$ cat src/rtl/addsub_multicycle_if.sv
// Handshake and data bundle for addsub_multicycle: operand issue side plus
// result/flag consumer side.
interface addsub_multicycle_if #(
    parameter int WIDTH = 16
);
    logic             in_valid;
    logic             in_ready;
    logic [WIDTH-1:0] a;
    logic [WIDTH-1:0] b;
    logic             sub;
    logic             out_valid;
    logic             out_ready;
    logic [WIDTH-1:0] result;
    logic             cout;
    logic             ovf;
    logic             zero;
    logic             neg;

    modport master (
        output in_valid, a, b, sub, out_ready,
        input  in_ready, out_valid, result, cout, ovf, zero, neg
    );

    modport slave (
        input  in_valid, a, b, sub, out_ready,
        output in_ready, out_valid, result, cout, ovf, zero, neg
    );
endinterface

$ cat src/rtl/addsub_multicycle.sv
// Multi-cycle add/subtract: one CHUNK-bit adder walks WIDTH/CHUNK chunks LSB first.
// Optional signed saturation on overflow when macro SAT_EN is defined.
module addsub_multicycle #(
    parameter int WIDTH = 16,
    parameter int CHUNK = 4
) (
    input logic                clk,
    input logic                rst,
    addsub_multicycle_if.slave bus
);
    localparam int NCH = WIDTH / CHUNK;
    localparam int CW  = (NCH > 1) ? $clog2(NCH) : 1;
    localparam int MSB = WIDTH - 1;

    typedef enum logic [1:0] {IDLE, BUSY, DONE} state_t;

    state_t           state;
    logic [WIDTH-1:0] a_q;
    logic [WIDTH-1:0] b_q;
    logic [WIDTH-1:0] acc;
    logic [WIDTH-1:0] raw;
    logic [WIDTH-1:0] fin;
    logic             carry;
    logic [CW-1:0]    cnt;
    logic [CHUNK:0]   csum;
    logic             raw_ovf;

    // b_q already holds ~b for subtraction, so the adder never sees the mode.
    always_comb begin
        csum = {1'b0, a_q[int'(cnt)*CHUNK +: CHUNK]}
             + {1'b0, b_q[int'(cnt)*CHUNK +: CHUNK]}
             + {{CHUNK{1'b0}}, carry};
        raw = acc;
        raw[int'(cnt)*CHUNK +: CHUNK] = csum[CHUNK-1:0];
        raw_ovf = (a_q[MSB] == b_q[MSB]) && (raw[MSB] != a_q[MSB]);
`ifdef SAT_EN
        if (raw_ovf)
            fin = a_q[MSB] ? {1'b1, {(WIDTH-1){1'b0}}} : {1'b0, {(WIDTH-1){1'b1}}};
        else
            fin = raw;
`else
        fin = raw;
`endif
    end

    always_ff @(posedge clk) begin
        if (rst) begin
            state         <= IDLE;
            bus.in_ready  <= 1'b1;
            bus.out_valid <= 1'b0;
            bus.result    <= '0;
            bus.cout      <= 1'b0;
            bus.ovf       <= 1'b0;
            bus.zero      <= 1'b0;
            bus.neg       <= 1'b0;
            a_q           <= '0;
            b_q           <= '0;
            acc           <= '0;
            carry         <= 1'b0;
            cnt           <= '0;
        end else begin
            case (state)
                IDLE: begin
                    if (bus.in_valid) begin
                        a_q          <= bus.a;
                        b_q          <= bus.sub ? ~bus.b : bus.b;
                        carry        <= bus.sub;
                        cnt          <= '0;
                        bus.in_ready <= 1'b0;
                        state        <= BUSY;
                    end
                end
                BUSY: begin
                    acc   <= raw;
                    carry <= csum[CHUNK];
                    cnt   <= cnt + 1'b1;
                    // Flags and the visible result update only once, on the last chunk.
                    if (cnt == CW'(NCH - 1)) begin
                        state         <= DONE;
                        bus.out_valid <= 1'b1;
                        bus.result    <= fin;
                        bus.cout      <= csum[CHUNK];
                        bus.ovf       <= raw_ovf;
                        bus.zero      <= (fin == '0);
                        bus.neg       <= fin[MSB];
                    end
                end
                DONE: begin
                    if (bus.out_ready) begin
                        bus.out_valid <= 1'b0;
                        bus.in_ready  <= 1'b1;
                        state         <= IDLE;
                    end
                end
                default: state <= IDLE;
            endcase
        end
    end
endmodule

$ cat src/flat_wrapper.sv
// flat-port wrapper written by rule: the top's interface ports become plain ports
module addsub_multicycle_flat 
#(
    parameter int WIDTH = 16,
    parameter int CHUNK = 4
)
  (clk, rst, bus_in_valid, bus_a, bus_b, bus_sub, bus_out_ready, bus_in_ready, bus_out_valid, bus_result, bus_cout, bus_ovf, bus_zero, bus_neg);
  addsub_multicycle_if #(.WIDTH(WIDTH)) bus_i ();
  input logic clk;
  input logic rst;
  input wire logic [$bits(bus_i.in_valid)-1:0] bus_in_valid;
  input wire logic [$bits(bus_i.a)-1:0] bus_a;
  input wire logic [$bits(bus_i.b)-1:0] bus_b;
  input wire logic [$bits(bus_i.sub)-1:0] bus_sub;
  input wire logic [$bits(bus_i.out_ready)-1:0] bus_out_ready;
  output wire logic [$bits(bus_i.in_ready)-1:0] bus_in_ready;
  output wire logic [$bits(bus_i.out_valid)-1:0] bus_out_valid;
  output wire logic [$bits(bus_i.result)-1:0] bus_result;
  output wire logic [$bits(bus_i.cout)-1:0] bus_cout;
  output wire logic [$bits(bus_i.ovf)-1:0] bus_ovf;
  output wire logic [$bits(bus_i.zero)-1:0] bus_zero;
  output wire logic [$bits(bus_i.neg)-1:0] bus_neg;
  assign bus_i.in_valid = bus_in_valid;
  assign bus_i.a = bus_a;
  assign bus_i.b = bus_b;
  assign bus_i.sub = bus_sub;
  assign bus_i.out_ready = bus_out_ready;
  assign bus_in_ready = bus_i.in_ready;
  assign bus_out_valid = bus_i.out_valid;
  assign bus_result = bus_i.result;
  assign bus_cout = bus_i.cout;
  assign bus_ovf = bus_i.ovf;
  assign bus_zero = bus_i.zero;
  assign bus_neg = bus_i.neg;
  addsub_multicycle #(.WIDTH(WIDTH), .CHUNK(CHUNK)) u_core (.clk(clk), .rst(rst), .bus(bus_i));
endmodule
$ cat config.mk
export PLATFORM = sky130hd
export DESIGN_NAME = addsub_multicycle_flat
export DESIGN_NICKNAME = d
export VERILOG_FILES = /design/src/rtl/addsub_multicycle_if.sv /design/src/rtl/addsub_multicycle.sv /design/src/flat_wrapper.sv
export SDC_FILE = /design/constraint.sdc
export NUM_CORES = 1
export LEC_CHECK = 0
export ABC_CLOCK_PERIOD_IN_PS = 3300
export CORE_MARGIN = 10
export CORE_UTILIZATION = 57
export CTS_CLUSTER_DIAMETER = 30
export DETAILED_ROUTE_END_ITERATION = 7
export DONT_BUFFER_PORTS = 1
export PLACE_DENSITY = 0.74
export SLEW_MARGIN = 40
export SYNTH_ARGS = -nofsm -noshare
export SYNTH_HDL_FRONTEND = slang
export SYNTH_SLANG_ARGS = --single-unit
$ cat constraint.sdc
create_clock -name clk -period 3.3 [get_ports clk]
set_clock_uncertainty 0.1 [all_clocks]
set_input_delay 0.33 -clock clk [delete_from_list [all_inputs] [get_ports clk]]
set_output_delay 0.33 -clock clk [all_outputs]
set_load 0.005 [all_outputs]
After elaboration in Yosys (flattened, before gate mapping) --
Index checks and enable logic that the tools add are counted.
Word-level totals: bits of input ports 37, logic and storage cells 58, output and inout bits 22, register bits 75
Operators by class: $add $sub $neg 4, equality and inequality tests 8, mux-type cells 16, bitwise operators 1, reduce and logical (&&, ||, !) cells 12, shift-type cells 4
Operators by type and width (number):
- 4-bit negation with 33-bit output | 1
- 4-bit by 33-bit variable shift with 16-bit output (first input constant) | 1
- 4-bit by 33-bit variable part select with 16-bit output | 1
- 16-bit by 5-bit variable part select with 4-bit output | 2
- 16-bit bitwise mux | 1
- 16-bit zero test | 1
- 16-bit two-way mux | 1
- 16-bit inverter | 1
- 3-bit AND reduction | 3
- 2-bit two-way mux | 4
- 1-bit one-hot mux with 2 select lines | 3
- 2-bit one-hot mux with 3 select lines | 1
- 2-bit AND reduction | 3
- 2-bit nonzero test | 3
- 4-bit by 4-bit adder with 5-bit output | 1
- 5-bit by 1-bit adder with 5-bit output | 1
- 1-bit two-way mux | 5
- 2-bit equality test (second input constant) | 2
- 2-bit inequality test (second input constant) | 2
- 2-bit one-hot mux with 2 select lines | 1
- 2-bit by 1-bit adder with 2-bit output (second input constant) | 1
- 2-bit by 1-bit equality test with 1-bit output (second input constant) | 1
- 2-bit zero test | 1
- 2-bit by 1-bit inequality test with 1-bit output (second input constant) | 1
- 3 further kinds | 3

Logic depth before layout (Yosys ltp) --
Gate-level depths: netlist of run 1.
depth after elaboration 7, mapped depth 11, depth with buffers taken out 9

Least setup slack after synthesis of run 1 --
Ideal clock, no wire load.
path type reg-to-reg, start register u_core.cnt[0], end register u_core.bus.zero, slack 36 ps, data required time 3116 ps, path buffers 2, setup time 84 ps, cell stages (with the launch flop) 12, period minus slack after synthesis 3264 ps, arrival 3080 ps, cell sequence dfxtp_1 > buf_2 > buf_2 > mux4_2 > fa_1 > inv_1 > fa_1 > xnor2_1 > a21oi_2 > nand4_1 > or4_1 > o31ai_2
On the way: longest elaborated chain between the ends 6, elaborated cells between the ends (all ways) 11, classes of those cells 3 x add/sub; 1 x eq/ne; 4 x shift; 1 x mux; 2 x reduce/logical
RTL lines:
- from (decl) | RTL line addsub_multicycle.sv:24 | logic [CW-1:0] cnt;
- from (signal assigned) | RTL line addsub_multicycle.sv:76 | cnt <= cnt + 1'b1;
- 16-bit by 5-bit variable part select with 4-bit output, on equally long branches | RTL line addsub_multicycle.sv:30, addsub_multicycle.sv:31
- 4-bit by 4-bit adder with 5-bit output | RTL line addsub_multicycle.sv:31 | + {1'b0, b_q[int'(cnt)*CHUNK +: CHUNK]}
- 5-bit by 1-bit adder with 5-bit output | RTL line addsub_multicycle.sv:32 | + {{CHUNK{1'b0}}, carry};
- 4-bit by 33-bit variable part select with 16-bit output | RTL line addsub_multicycle.sv:34 | raw[int'(cnt)*CHUNK +: CHUNK] = csum[CHUNK-1:0];
- 16-bit bitwise mux | RTL line addsub_multicycle.sv:34
- 16-bit zero test | RTL line addsub_multicycle.sv:84 | bus.zero <= (fin == '0);
- to (signal assigned) | RTL line addsub_multicycle.sv:84
- to (decl) | RTL line addsub_multicycle_if.sv:26 | output in_ready, out_valid, result, cout, ovf, zero, neg
Parallel ways exist; a longest one is shown, timed or not. A chain may end at the register's enable or synchronous reset.

Worst setup path after layout of run 1 --
Same ends and word-level chain as after synthesis.

==> results of run 1 <==
synthesized netlist by cell type (all sizes together), types with 3 or more instances:
master,n
dfxtp,74
nor2,58
nand2,48
a211oi,41
a21oi,31
clkbuf,23
xnor2,18
nor2b,13
ha,9
buf,8
inv,8
mux4,8
a32oi,5
nand2b,5
nor3,5
a22oi,4
o21ai,4
a41oi,3
or3,3
where the power goes:
part | internal [mW] | switching (mW)
combinational | 0.131 | 0.175
clock | 0.486 | 0.326
sequential | 0.944 | 0.0340
total | 1.56 | 0.535
metal layers:
metal	routed length [microns]	track usage (%)	up-vias
li1	-	-	1374
met1	3320	19.3	1225
met2	3700	25.9	85
met3	462	5.14	15
met4	147	7.72	0
met5	0	0	-
flip-flops by register name (all words and copies together), names as in the netlist, 2 cells and up:
| signal | flops |
|---|---|
| u_core.b_q | 16 |
| u_core.bus.result | 16 |
| u_core.a_q | 16 |
| u_core.state | 2 |
| u_core.acc | 16 |
| u_core.cnt | 2 |
cells by family after synthesis:
group	synth area share (%)
AOI/OAI and AO/OA	19.6
DFF	42.6
buffers and inverters	4.64
and+or+nand+nor	18.8
xor gates and xnor gates	4.53
adders and majority gates	4.39
muxes	5.47
layout by cell type (no fill, tap or decap), drive strengths merged, types with 3 or more instances in the layout:
cell type / count
dfxtp: 74
nor2: 58
nand2: 48
a211oi: 41
a21oi: 31
xnor2: 18
nor2b: 13
clkbuf: 12
ha: 9
mux4: 8
inv: 8
buf: 8
nor3: 5
a32oi: 5
nand2b: 5
a22oi: 4
o21ai: 4
a41oi: 3
or3: 3
worst reg2reg max path, cell delays in order (launching register included):
cell     delay [ns]
dfxtp_1        0.42
mux4_2         0.54
fa_1           0.44
inv_1          0.09
fa_1           0.20
nor2_1         0.07
a31oi_1        0.27
nand4_1        0.14
or4_1          0.51
o31ai_2        0.18
area by class of cell:
type / instances / area, sq um / share of cell area [%]
Clock inverter: 4 / 72.6 / 1.92
Multi-Input combinational cell: 282 / 1840 / 48.8
Tap cell: 75 / 93.8 / 2.48
Sequential cell: 74 / 1480 / 39.2
Timing Repair Buffer: 9 / 90.1 / 2.38
Clock buffer: 12 / 165 / 4.37
Inverter: 8 / 30.0 / 0.795
final timing paths:
| path | start | end | slack (ns) | depth (start not counted) |
|---|---|---|---|---|
| setup / recovery | u_core.cnt[0] | u_core.bus.zero | 0.26 | 9 |
| hold / removal | bus_a[11] | u_core.a_q[11] | 0.01 | 2 |
| setup reg to reg | u_core.cnt[0] | u_core.bus.zero | 0.26 | 9 |
| hold reg to reg | u_core.a_q[6] | u_core.a_q[6] | 0.36 | 2 |
==> results.sh, run 1 <==
export IMPL_cpLargestDelayFamily="simple AND/OR/NAND/NOR gates"
export IMPL_clk_latency_ns=0.35
export IMPL_finalNonFillerCells=464
export IMPL_portBuffers=0
export IMPL_drtIter0Drc=109
export IMPL_numCtsBuffers=9
export IMPL_die_area_sq_um=9630
export IMPL_nets=432
export IMPL_grt_pass1_vias=2751
export IMPL_crit_chain="mux4_2 -> fa_1 -> inv_1 -> fa_1 -> nor2_1 -> a31oi_1 -> nand4_1 -> or4_1 -> o31ai_2"
export IMPL_path_buf_inv=1
export IMPL_core_rowCount=28
export IMPL_synth_ff_type="dfxtp_1"
export IMPL_leakagePower_nw=1.34
export IMPL_yosysWarnings=0
export IMPL_relSlewSlack_pct=58.9
export IMPL_ys_seq_elements=74
export IMPL_pwr_density_cell_nw_per_um2=555
export IMPL_hold_viol=0
export IMPL_path_clk_slew_ns=0.07
export IMPL_synth_nets=443
export IMPL_synthTopCellsByArea="dfxtp_1 43%, a211oi_1 8.8%, nor2_1 6.3%"
export IMPL_slew_violations=0
export IMPL_dp_hpwl_mm=5.46
export IMPL_clock_sinks=74
export IMPL_syn_avg_cell_area_sq_um=8.81
export IMPL_antenna_cells=0
export IMPL_grt_overflow=0
export IMPL_crit_path_top_delay_cell="mux4_2"
export IMPL_cts_tree="built"
export IMPL_vias=2699
export IMPL_dp_cells=446
export IMPL_antenna_found_initial=0
export IMPL_initial_core_util_pct=58.8
export IMPL_route_detailed_drc=0
export IMPL_num_fill_cells=496
export IMPL_drive_gt1_share_pct=10.0
export IMPL_core_area_sq_um=5920
export IMPL_cp_max_fo=4
export IMPL_grt_max_degree=74
export IMPL_routed_wl_mm=7.63
export IMPL_worstPathRequired_ns=3.47
export IMPL_ant_nets=0
export IMPL_gp_congestion=0.893
export IMPL_critPathArrivalTime_ns=3.21
export IMPL_finalCoreUtilization_pct=63.8
export IMPL_grt_setup_unrepaired="false"
export IMPL_path_class="reg2reg"
export IMPL_place_ws_ns=0.289
export IMPL_first_pass_iters=5
export IMPL_slowest_delay_ns=0.54
export IMPL_ys_seq_area_share_pct=42.6
export IMPL_cts_buffer_depth=2
export IMPL_min_path_type="in2reg"
export IMPL_die_h_microns=98.1
export IMPL_htreeDepth=3
export IMPL_max_freq_ghz=0.329
export IMPL_synth_largest_area_cell="dfxtp_1"
export IMPL_max_cap_violations=0
export IMPL_cts_resized=0
export IMPL_tightest_slew_ns=0.611
export IMPL_setup_tns_ns=0
export IMPL_status="completed"
export IMPL_die_width_microns=98.1
export IMPL_synth_top_area_share_pct=42.6
export IMPL_fin_crit_sh_pct=92.2
export IMPL_place_area_sq_um=3500
export IMPL_synth_edf_count=0
export IMPL_setup_ws_ns=0.258
export IMPL_cts_root_buf="clkbuf_8"
export IMPL_synth_cell_type_count=44
export IMPL_power_mw=2.10
export IMPL_setup_violations_final=0
export IMPL_crit_path_start_kind="flop"
export IMPL_syn_cell_area_sq_um=3480
export IMPL_crit_top_cell="fa_1"
export IMPL_cts_hold_buf=2
export IMPL_synthToLayoutAreaGrowth_pct=8.56
export IMPL_post_cts_buffers=0
export IMPL_period_needed_ns=3.04
export IMPL_hold_ws_ns=0.0121
export IMPL_vias_per_cell=5.82
export IMPL_wl_per_cell_microns=16.4
export IMPL_end_kind="flop"
export IMPL_grtUsageTotal_pct=16.2
export IMPL_finalInstanceArea_sq_um=3780
export IMPL_design_portCount=59
export IMPL_grt_pass1_wl_mm=13.1
export IMPL_syn_inst=395
export IMPL_vdd_ir_drop_worst_mv=0.339
export IMPL_ys_async_sr_fraction_pct=0
(Power assumes the default switching activity.)
==> inputs of run 2 (changes only) <==
ABC_CLOCK_PERIOD_IN_PS = 3280   (was 3300)
CORE_UTILIZATION = 58   (was 57)
GPL_TIMING_DRIVEN = 0   (was default)
PLACE_DENSITY = 0.73   (was 0.74)
clock period = 3.28 ns   (was 3.3 ns; I/O delays follow)
==> run 2 against run 1 <==
Net effect: via count increased by 7.5%; cell count increased by 6.7%; sequential power about the same; maximum frequency down 4.9%.
==> results.sh, run 2 (synthesis gave the netlist of run 1 again) <==
export IMPL_status="completed"
export IMPL_max_freq_ghz=0.313
export IMPL_end_kind="flop"
export IMPL_path_buf_inv=2
export IMPL_portBuffers=0
export IMPL_crit_path_top_delay_cell="mux4_2"
export IMPL_synthToLayoutAreaGrowth_pct=13.7
export IMPL_antenna_found_initial=0
export IMPL_die_area_sq_um=9500
export IMPL_final_common_cell="dfxtp_1"
export IMPL_routed_wl_mm=8.76
export IMPL_design_portCount=59
export IMPL_first_pass_iters=4
export IMPL_numCtsBuffers=9
export IMPL_gp_congestion=0.922
export IMPL_leakagePower_nw=1.40
export IMPL_relSlewSlack_pct=59.7
export IMPL_setup_violations_final=0
export IMPL_cts_tree="built"
export IMPL_cpLargestDelayFamily="simple AND/OR/NAND/NOR gates"
export IMPL_dp_cells=470
export IMPL_htreeDepth=3
export IMPL_fin_crit_sh_pct=97.5
export IMPL_hold_ws_ns=0.00278
export IMPL_setup_tns_ns=0
export IMPL_vias=2901
export IMPL_hold_viol=0
export IMPL_crit_chain="buf_6 -> buf_12 -> mux4_2 -> fa_2 -> nor2b_1 -> a41oi_2 -> nand4_1 -> or4_4 -> o31ai_2"
export IMPL_finalNonFillerCells=495
export IMPL_clock_sinks=74
export IMPL_cts_root_buf="clkbuf_8"
export IMPL_clk_latency_ns=0.35
export IMPL_die_h_microns=97.5
export IMPL_max_cap_violations=0
export IMPL_initial_core_util_pct=59.1
export IMPL_grt_overflow=0
export IMPL_antenna_cells=0
export IMPL_dp_hpwl_mm=6.42
export IMPL_slowest_delay_ns=0.53
export IMPL_critPathArrivalTime_ns=3.37
export IMPL_min_path_type="in2reg"
export IMPL_cp_max_fo=10
export IMPL_mostFrequentLayoutCells="73 x dfxtp_1, 58 x nor2_1, 47 x nand2_1"
export IMPL_drtIter0Drc=199
export IMPL_route_detailed_drc=0
export IMPL_crit_path_start_kind="flop"
export IMPL_grt_pass1_vias=2925
export IMPL_grt_max_degree=14
export IMPL_finalCoreUtilization_pct=67.2
export IMPL_die_width_microns=97.5
export IMPL_slew_violations=0
export IMPL_period_needed_ns=3.20
export IMPL_nets=463
export IMPL_grt_pass1_wl_mm=14.6
export IMPL_tightest_slew_ns=0.600
export IMPL_ant_nets=0
export IMPL_drive_gt1_share_pct=12.4
export IMPL_grtUsageTotal_pct=18.2
export IMPL_worstPathRequired_ns=3.45
export IMPL_wl_per_cell_microns=17.7
export IMPL_cts_buffer_depth=2
export IMPL_pwr_density_cell_nw_per_um2=544
export IMPL_core_area_sq_um=5890
export IMPL_vdd_ir_drop_worst_mv=0.336
export IMPL_path_class="reg2reg"
export IMPL_path_clk_slew_ns=0.08
export IMPL_core_rowCount=28
export IMPL_vias_per_cell=5.86
-- run 2: final cells by class --
cell class | instances | area [sq um]
clock buffers | 10 | 138
plain buffers | 31 | 154
flip-flops and latches | 74 | 1490
multi-input cells | 282 | 1890
inverters | 8 | 30.0
well taps | 75 | 93.8
clock inverters | 6 | 88.8
fillers | 504 | 1930
repair buffers | 9 | 75.1
-- run 2: report_power, final --
| group | switching (mW) | total [mW] | internal, mW |
|---|---|---|---|
| Clock | 0.354 | 0.805 | 0.450 |
| Combinational | 0.210 | 0.366 | 0.156 |
| Sequential | 0.0323 | 0.981 | 0.949 |
| Total | 0.597 | 2.15 | 1.56 |
-- run 2: stage by stage --
stage	power, mW	setup slack (ns)	instance area [sq um]
global route	2.24	-0.00465	3960
detailed placement	1.32	-0.512	3570
floorplan	1.24	0.0156	3480
CTS	2.14	0.00459	3930
finish	2.15	0.0804	3960
global placement	1.32	-0.488	3570
-- run 2: timing repair --
item	CTS	global route
hold buffers	3	0
setup endpoints to repair	13	3
endpoints found under the hold margin	3	0
pin swaps	4	4
setup buffers	4	2
gates resized for setup	15	3
-- run 2: worst paths after layout --
kind	from	end	slack (ns)	depth (start not counted)
min reg2reg	u_core.a_q[12]	u_core.a_q[12]	0.36	2
min	bus_a[6]	u_core.a_q[6]	0.003	2
max	u_core.cnt[0]	u_core.bus.zero	0.08	9
max reg2reg	u_core.cnt[0]	u_core.bus.zero	0.08	9
-- run 2: layer usage --
layer / up-vias / GRT usage, % / share of wire, %
met4: 0 / 7.61 / 2.3
li1: 1429 / - / -
met3: 20 / 5.26 / 5.4
met5: - / 0 / 0
met2: 77 / 30.4 / 50
met1: 1375 / 21.3 / 42
